`config.mk`:
```
export PLATFORM = sky130hd
export DESIGN_NAME = div_wb_queue
export DESIGN_NICKNAME = d
export VERILOG_FILES = /design/src/rtl/div_wb_queue.sv
export SDC_FILE = /design/constraint.sdc
export NUM_CORES = 1
export LEC_CHECK = 0
export ABC_CLOCK_PERIOD_IN_PS = 2300
export BUFFER_PORTS_ARGS = -buffer_cell sky130_fd_sc_hd__clkbuf_2
export CAP_MARGIN = 20
export CORE_MARGIN = 2
export CORE_UTILIZATION = 54
export CTS_CLUSTER_DIAMETER = 150
export DETAILED_ROUTE_END_ITERATION = 12
export PLACE_DENSITY = 0.84
export SLEW_MARGIN = 20
export SYNTH_ARGS = -nofsm -noshare
export SYNTH_HDL_FRONTEND = slang
export SYNTH_SLANG_ARGS = --single-unit
```
`constraint.sdc`:
```
create_clock -name i_clk -period 2.3 [get_ports i_clk]
set_input_delay 0.115 -clock i_clk [delete_from_list [all_inputs] [get_ports i_clk]]
set_output_delay 0.115 -clock i_clk [all_outputs]
set_load 0.1 [all_outputs]
```
`src/rtl/div_wb_queue.sv`:
```
// rtl/div_wb_queue.sv - divide result staging FIFO in front of the shared register write port
// Optional same-cycle bypass of an empty queue: define DIVWB_BYPASS_EN.
module div_wb_queue #(
    parameter int BW    = 32,
    parameter int LGREG = 5
) (
    input  logic             i_clk,
    input  logic             i_reset,
    input  logic             i_div_wr,
    input  logic [LGREG-1:0] i_div_reg,
    input  logic             i_div_valid,
    input  logic             i_div_err,
    input  logic [BW-1:0]    i_div_quotient,
    input  logic [3:0]       i_div_flags,
    input  logic             i_wb_ready,
    output logic             o_wb_valid,
    output logic [LGREG-1:0] o_wb_reg,
    output logic [BW-1:0]    o_wb_data,
    output logic [3:0]       o_wb_flags,
    output logic             o_err,
    output logic             o_div_stall,
    output logic             o_pending,
    output logic [LGREG-1:0] o_pending_reg
);
    localparam int EW = 1 + LGREG + BW + 4;

    logic [EW-1:0]    mem [0:1];
    logic [1:0]       wr_ptr, rd_ptr, count;
    logic             r_flight;
    logic [LGREG-1:0] r_flight_reg;
    logic             r_err;

    logic [EW-1:0]    head, tail;
    logic             head_err, q_valid, err_pop, pop, push, res_ok, bypass;
    logic [2:0]       occupancy;

    assign head     = mem[rd_ptr[0]];
    assign tail     = mem[~wr_ptr[0]];
    assign head_err = head[EW-1];
    assign q_valid  = (count != 2'd0) && !head_err;
    assign err_pop  = (count != 2'd0) && head_err;
    assign pop      = (q_valid && i_wb_ready) || err_pop;

    // A result with no tracked divide in flight, or arriving under reset, is dropped.
    assign res_ok   = i_div_valid && r_flight && !i_reset;

`ifdef DIVWB_BYPASS_EN
    assign bypass   = res_ok && !i_div_err && (count == 2'd0);
`else
    assign bypass   = 1'b0;
`endif

    assign push      = res_ok && !(bypass && i_wb_ready);
    assign occupancy = {1'b0, count} + {2'b00, r_flight};

    always_comb begin
        o_wb_valid = 1'b0;
        o_wb_reg   = '0;
        o_wb_data  = '0;
        o_wb_flags = '0;
        if (bypass) begin
            o_wb_valid = 1'b1;
            o_wb_reg   = r_flight_reg;
            o_wb_data  = i_div_quotient;
            o_wb_flags = i_div_flags;
        end else if (count != 2'd0) begin
            o_wb_valid = q_valid;
            o_wb_reg   = head[EW-2 -: LGREG];
            o_wb_data  = head[BW+3:4];
            o_wb_flags = head[3:0];
        end
    end

    always_comb begin
        o_pending_reg = '0;
        if (r_flight)
            o_pending_reg = r_flight_reg;
        else if (count != 2'd0)
            o_pending_reg = tail[EW-2 -: LGREG];
    end

    assign o_err       = r_err;
    assign o_div_stall = i_reset || (occupancy >= 3'd2);
    assign o_pending   = r_flight || (count != 2'd0);

    always_ff @(posedge i_clk) begin
        if (i_reset) begin
            wr_ptr       <= '0;
            rd_ptr       <= '0;
            count        <= '0;
            r_flight     <= 1'b0;
            r_flight_reg <= '0;
            r_err        <= 1'b0;
            mem[0]       <= '0;
            mem[1]       <= '0;
        end else begin
            if (i_div_wr) begin
                r_flight     <= 1'b1;
                r_flight_reg <= i_div_reg;
            end else if (i_div_valid) begin
                r_flight     <= 1'b0;
            end
            if (push) begin
                mem[wr_ptr[0]] <= {i_div_err, r_flight_reg, i_div_quotient, i_div_flags};
                wr_ptr         <= wr_ptr + 2'd1;
            end
            if (pop)
                rd_ptr <= rd_ptr + 2'd1;
            if (push && !pop)
                count <= count + 2'd1;
            else if (pop && !push)
                count <= count - 2'd1;
            r_err <= err_pop;
        end
    end
endmodule

```
# Yosys cells after proc, flatten, opt, wreduce, memory -nomap -nowiden
# Memories as Yosys holds them, arrays and structs flattened. A register that Yosys moved wholly into a read port is not among the register bits.
# Index checks and enable logic that the tools add are counted.
# Widths: inputs -> output; s select.
dict set report op_classes {
  n_addsub 5
  magnitude_cmp 1
  mux 20
  bitwise_logic 1
  reduce_logical 18
}
# operator count
set op_table {}
lappend op_table {{$mux 42} 1}
lappend op_table {{$reduce_or 42->1} 1}
lappend op_table {{$mux 32} 1}
lappend op_table {{$mux 5} 3}
lappend op_table {{$mux 1} 12}
lappend op_table {{$logic_and 1x1->1} 7}
lappend op_table {{$add 2x1->2 const B} 3}
lappend op_table {{$reduce_bool 2->1} 3}
lappend op_table {{$logic_not 1->1} 4}
lappend op_table {{$mux 2} 2}
lappend op_table {{$mux 4} 1}
lappend op_table {{$add 2x1->3} 1}
lappend op_table {{$ge 3x2->1 const B} 1}
lappend op_table {{$logic_or 1x1->1} 3}
lappend op_table {{$sub 2x1->2 const B} 1}
lappend op_table {{$not 1->1} 1}
dict set report word_totals {
  regBits 13
  mem_bits_rw 84
  n_memories 1
}
# memory words width read_ports rd_ports_with_merged_regs wr line_no
set mem_list {}
lappend mem_list {mem 2 42 2 1 2 27} ;# logic [EW-1:0] mem [0:1];

# Longest topological paths before layout
dict set report logic_depth {
  word_depth 7
  ltp_mapped 7
  ltp_nobuf 6
}

# Least setup slack after synthesis
# Ideal clock, no wire load.
dict set report synth_path {
  path_type {register to output}
  from {register count[0]}
  to {output port o_pending_reg[0]}
  arrival_time_ns 2.899
  required_time_ns 2.185
  slack_ns -0.714
  path_stages_with_launch 5
  n_path_buf 1
  cell_sequence {dfxtp_1 clkbuf_1 or2_2 nand2b_1 o21ai_0}
}
dict set report synth_between {
  elab_chain_len 3
}
# item line_no
set synth_lines {}
lappend synth_lines {{from (decl)} 28} ;# logic [1:0] wr_ptr, rd_ptr, count;
lappend synth_lines {{from (signal assigned)} 110} ;# count <= count + 2'd1;
lappend synth_lines {{from (signal assigned)} 112} ;# count <= count - 2'd1;
lappend synth_lines {{$reduce_bool 2->1} 78} ;# else if (count != 2'd0)
lappend synth_lines {{$mux 5} 78}
lappend synth_lines {{$mux 5} 76} ;# if (r_flight)
lappend synth_lines {{to (decl)} 23} ;# output logic [LGREG-1:0] o_pending_reg
# Every way passes these cells.

# Worst setup path after layout
dict set report layout_path {
  from {register count[0]}
  to {output port o_pending_reg[3]}
}
# Same word-level chain as after synthesis.

==> flow_summary.html <==
<table>
<tr><th>Metric</th><th>Value</th></tr>
<tr><th colspan="2">Outcome</th></tr>
<tr><td>Status</td><td>complete, no violations</td></tr>
<tr><th colspan="2">Synthesis</th></tr>
<tr><td>Dominant cells by area after synthesis</td><td>sky130_fd_sc_hd__edfxtp_1 (58%), sky130_fd_sc_hd__and2_1 (12%), sky130_fd_sc_hd__mux2i_1 (12%)</td></tr>
<tr><td>Area share of the largest cell type after synthesis</td><td>58.17%</td></tr>
<tr><td>Library cells used by synthesis</td><td>26</td></tr>
<tr><td>Post-synth top area cell</td><td>sky130_fd_sc_hd__edfxtp_1</td></tr>
<tr><td>Share of synthesized area occupied by flip-flops and latches</td><td>63.70%</td></tr>
<tr><td>Share of synthesized registers carrying an async set or reset</td><td>0%</td></tr>
<tr><td>#FFs+latches synth</td><td>96</td></tr>
<tr><td>Number of flops mapped to enable cells by yosys</td><td>84</td></tr>
<tr><td>Leading cell types by count after synthesis</td><td>sky130_fd_sc_hd__and2_1 (84), sky130_fd_sc_hd__edfxtp_1 (84), sky130_fd_sc_hd__nor2_1 (54), sky130_fd_sc_hd__mux2i_1 (52), sky130_fd_sc_hd__clkbuf_1 (15)</td></tr>
<tr><td>Cell area after technology mapping</td><td>4337 µm²</td></tr>
<tr><td>Syn nets</td><td>393</td></tr>
<tr><td>Post-synthesis cell count</td><td>345</td></tr>
<tr><td>Avg Synthesized Cell Area</td><td>12.57 µm²</td></tr>
<tr><td>Synthesis warning total</td><td>0</td></tr>
<tr><td>Commonest register cell after synthesis</td><td>sky130_fd_sc_hd__edfxtp_1</td></tr>
<tr><th colspan="2">Clocking</th></tr>
<tr><td>Depth of the CTS H-tree</td><td>3</td></tr>
<tr><td>Inserted Clock Buffers</td><td>9</td></tr>
<tr><td>Cell at the root of the clock tree</td><td>sky130_fd_sc_hd__clkbuf_8</td></tr>
<tr><td>Clock tree from TritonCTS</td><td>built</td></tr>
<tr><td>TritonCTS Sinks</td><td>96</td></tr>
<tr><td># Post-CTS Setup Buffers</td><td>0</td></tr>
<tr><td>Cells resized by post-CTS repair</td><td>0</td></tr>
<tr><td>Clock buffer depth</td><td>2</td></tr>
<tr><td>Number of buffers added to fix hold violations after cts</td><td>0</td></tr>
<tr><td>Clock slew seen by the registers of the worst setup and hold paths</td><td>0.09 ns</td></tr>
<tr><td>Source-to-sink clock delay at the later pin of the worst-skew pair</td><td>0.34 ns</td></tr>
<tr><th colspan="2">Power</th></tr>
<tr><td>Tot Pwr</td><td>6082 µW</td></tr>
<tr><td>VDD IR max</td><td>883.2 µV</td></tr>
<tr><td>Power density normalized to cell area</td><td>1179 nW/µm²</td></tr>
<tr><td>Static Leak</td><td>0.002134 µW</td></tr>
<tr><th colspan="2">Critical path</th></tr>
<tr><td>Reg-to-reg critical path startpoint</td><td>mem[1][41]</td></tr>
<tr><td>Critical path data required time</td><td>2.18 ns</td></tr>
<tr><td>End of the critical path</td><td>o_pending_reg[3]</td></tr>
<tr><td>Critical path arrival</td><td>1.88 ns</td></tr>
<tr><td>Largest fanout of any net on the critical path</td><td>7</td></tr>
<tr><td>Type of origin of the critical path</td><td>register</td></tr>
<tr><td>Critical path endpoint category</td><td>primary output</td></tr>
<tr><td>Depth of the worst register-to-register path</td><td>5</td></tr>
<tr><td>Kind of cell adding the most delay to the critical path</td><td>flip-flops</td></tr>
<tr><td>Critical path startpoint</td><td>count[0]</td></tr>
<tr><td>CP max-delay cell</td><td>sky130_fd_sc_hd__dfxtp_1</td></tr>
<tr><td>Start-to-end type of the worst setup path</td><td>reg2out</td></tr>
<tr><td>Delay of the slowest critical-path stage</td><td>0.50 ns</td></tr>
<tr><td>Worst reg2reg endpoint</td><td>count[1]</td></tr>
<tr><td>R2R Setup Slk</td><td>0.53 ns</td></tr>
<tr><td>Buf/Inv on CP</td><td>1</td></tr>
<tr><td>Critical path, cell by cell</td><td>or2_2 -&gt; nand2b_1 -&gt; o21ai_0 -&gt; clkbuf_2</td></tr>
<tr><td>Logic depth of the worst setup path including buffers</td><td>4</td></tr>
<tr><th colspan="2">Final layout</th></tr>
<tr><td>Area used by multi-input combinational logic</td><td>1478 µm²</td></tr>
<tr><td>Filler Cell Count</td><td>610</td></tr>
<tr><td>Antenna diode instance count</td><td>0</td></tr>
<tr><td>Fin nets</td><td>486</td></tr>
<tr><td>Relative area change from synthesis to final layout</td><td>18.93%</td></tr>
<tr><td>Share of the core filled with cells</td><td>66.40%</td></tr>
<tr><td>Max reg flops</td><td>84</td></tr>
<tr><td>Layout cell share with drive strength beyond 1</td><td>28.44%</td></tr>
<tr><td>Footprint of the flip-flops and latches</td><td>2764 µm²</td></tr>
<tr><th colspan="2">Global routing</th></tr>
<tr><td>Wire length of the first global-routing pass</td><td>12770 µm</td></tr>
<tr><td>Vias in the first global route</td><td>2710</td></tr>
<tr><td>Pin count of the biggest net entering global routing</td><td>43</td></tr>
<tr><td>Initial antenna violation count</td><td>0</td></tr>
<tr><td>Overall Global Routing Usage</td><td>19.43%</td></tr>
<tr><td>Total global routing overflow</td><td>0</td></tr>
<tr><th colspan="2">Detailed routing</th></tr>
<tr><td>Post-DRT Antenna Nets</td><td>0</td></tr>
<tr><td>Number of vias per cell</td><td>5.097</td></tr>
<tr><td>Number of vias in the routed layout</td><td>2778</td></tr>
<tr><td>1st-pass router iterations</td><td>4</td></tr>
<tr><td>Detailed-route wire length</td><td>8044 µm</td></tr>
<tr><td>Drc violations</td><td>0</td></tr>
<tr><td>Routed wire per std cell</td><td>14.76 µm</td></tr>
<tr><td>Initial DRC Count</td><td>110</td></tr>
<tr><th colspan="2">Die</th></tr>
<tr><td>Die outline width</td><td>93.62 µm</td></tr>
<tr><td>Number of top-level design ports</td><td>97</td></tr>
<tr><td>Core area</td><td>7767 µm²</td></tr>
<tr><td>Starting density of the core</td><td>55.83%</td></tr>
<tr><td>Die extent in y</td><td>93.62 µm</td></tr>
<tr><td>Die area</td><td>8764 µm²</td></tr>
<tr><td>Standard-cell row count</td><td>32</td></tr>
<tr><th colspan="2">STA</th></tr>
<tr><td>Hold violation total from the final report</td><td>0</td></tr>
<tr><td>Setup repair after global routing missed its margin</td><td>false</td></tr>
<tr><td>Count of final max-slew check failures</td><td>0</td></tr>
<tr><td>Post-route clock period utilization</td><td>86.84%</td></tr>
<tr><td>Period minus WS final</td><td>1.997 ns</td></tr>
<tr><td>Top achievable clock speed</td><td>0.5007 GHz</td></tr>
<tr><td>Setup-failing EPs final</td><td>0</td></tr>
<tr><td>Final Skew</td><td>0.008704 ns</td></tr>
<tr><td>Tightest Pin Transition</td><td>0.5494 ns</td></tr>
<tr><td>Slew headroom</td><td>63.53%</td></tr>
<tr><th colspan="2">Placed design</th></tr>
<tr><td>Hpwl dp</td><td>5313 µm</td></tr>
<tr><td>PortBufs</td><td>96</td></tr>
<tr><td>Gp weighted congestion</td><td>0.7721</td></tr>
<tr><th colspan="2">Hold path</th></tr>
<tr><td>Kind of path behind the tightest hold check</td><td>in2reg</td></tr>
<tr><th colspan="2">Job</th></tr>
<tr><td>Maximum capacitance violations</td><td>0</td></tr>
</table>
==> placed cells by master (no fill, tap or decap), drive strengths merged <==
cell type / n
nand2b: 1
a21oi: 2
edfxtp: 84
nand3b: 1
bufinv: 2
a31oi: 1
nand3: 3
o21ai: 7
clkinv: 2
nor4b: 1
and2: 84
mux2: 1
buf: 8
ha: 1
xnor2: 1
or4b: 1
nand2: 5
nor2: 54
a211o: 1
nor3: 1
mux2i: 52
dfxtp: 12
inv: 3
or3: 2
or2: 3
clkbuf: 106
clkinvlp: 2
xor2: 2
==> cells by family after synthesis <==
logic type               synth area share (%)
AND/OR/NAND/NOR                         19.16
flip-flops                              63.70
multiplexers                            12.35
buffers and inverters                   2.510
AO/OA/AOI/OAI                           1.385
XOR/XNOR                               0.6060
adder cells (fa/ha/maj)                0.2885
==> worst min path at each step <==
stage	start	end	cells past startpoint
3_3_place_gp	i_div_reg[0]	r_flight_reg[0]	3
6_report	i_div_reg[2]	r_flight_reg[2]	3
3_5_place_dp	i_div_reg[2]	r_flight_reg[2]	3
4_1_cts	i_div_reg[4]	r_flight_reg[4]	3
5_1_grt	i_div_reg[2]	r_flight_reg[2]	3
2_1_floorplan	i_div_reg[0]	r_flight_reg[0]	2
==> report_power, final <==
part | switching [µW] | internal, µW | leakage, µW | total [µW]
Clock | 546 | 607 | 0.0000999 | 1150
Sequential | 71.3 | 1990 | 0.000971 | 2070
Combinational | 2360 | 506 | 0.00106 | 2860
==> tightest hold or removal path: cells and delay by family <==
family                 cells  cell delay [ns]
buffers and inverters      1             0.07
muxes                      1             0.05
and+or+nand+nor            1             0.08
==> metrics by stage <==
stage | instances | instance area [µm²] | setup slack, ns | setup TNS [ns] | hold WS (ns)
2_1_floorplan | 345 | 4337 | -0.7138 | -3.557 | 0.2623
3_3_place_gp | 529 | 4946 | 0.6500 | 0 | 0.3548
3_5_place_dp | 529 | 4946 | 0.5504 | 0 | 0.3598
4_1_cts | 545 | 5157 | 0.2764 | 0 | 0.001516
5_1_grt | 545 | 5157 | 0.1679 | 0 | 0.01563
6_report | 545 | 5157 | 0.3026 | 0 | 0.01592
==> layout make-up <==
cell class / count / share of cell area [%]
clock buffer: 10 / 2.475
clock inverter: 6 / 1.625
inverter: 3 / 0.2183
multi-input combinational: 224 / 28.65
sequential: 96 / 53.59
tap: 102 / 2.475
timing repair buffer: 104 / 10.97
==> layer usage <==
metal / vias up / GRT usage (%) / share of wire, %
met5: - / 0 / 0
met4: 0 / 6.884 / 1.1
met3: 7 / 3.787 / 5.5
met2: 71 / 35.55 / 53
met1: 1326 / 22.66 / 40
li1: 1374 / - / -
No activity file was read; power rests on OpenSTA's default activity.
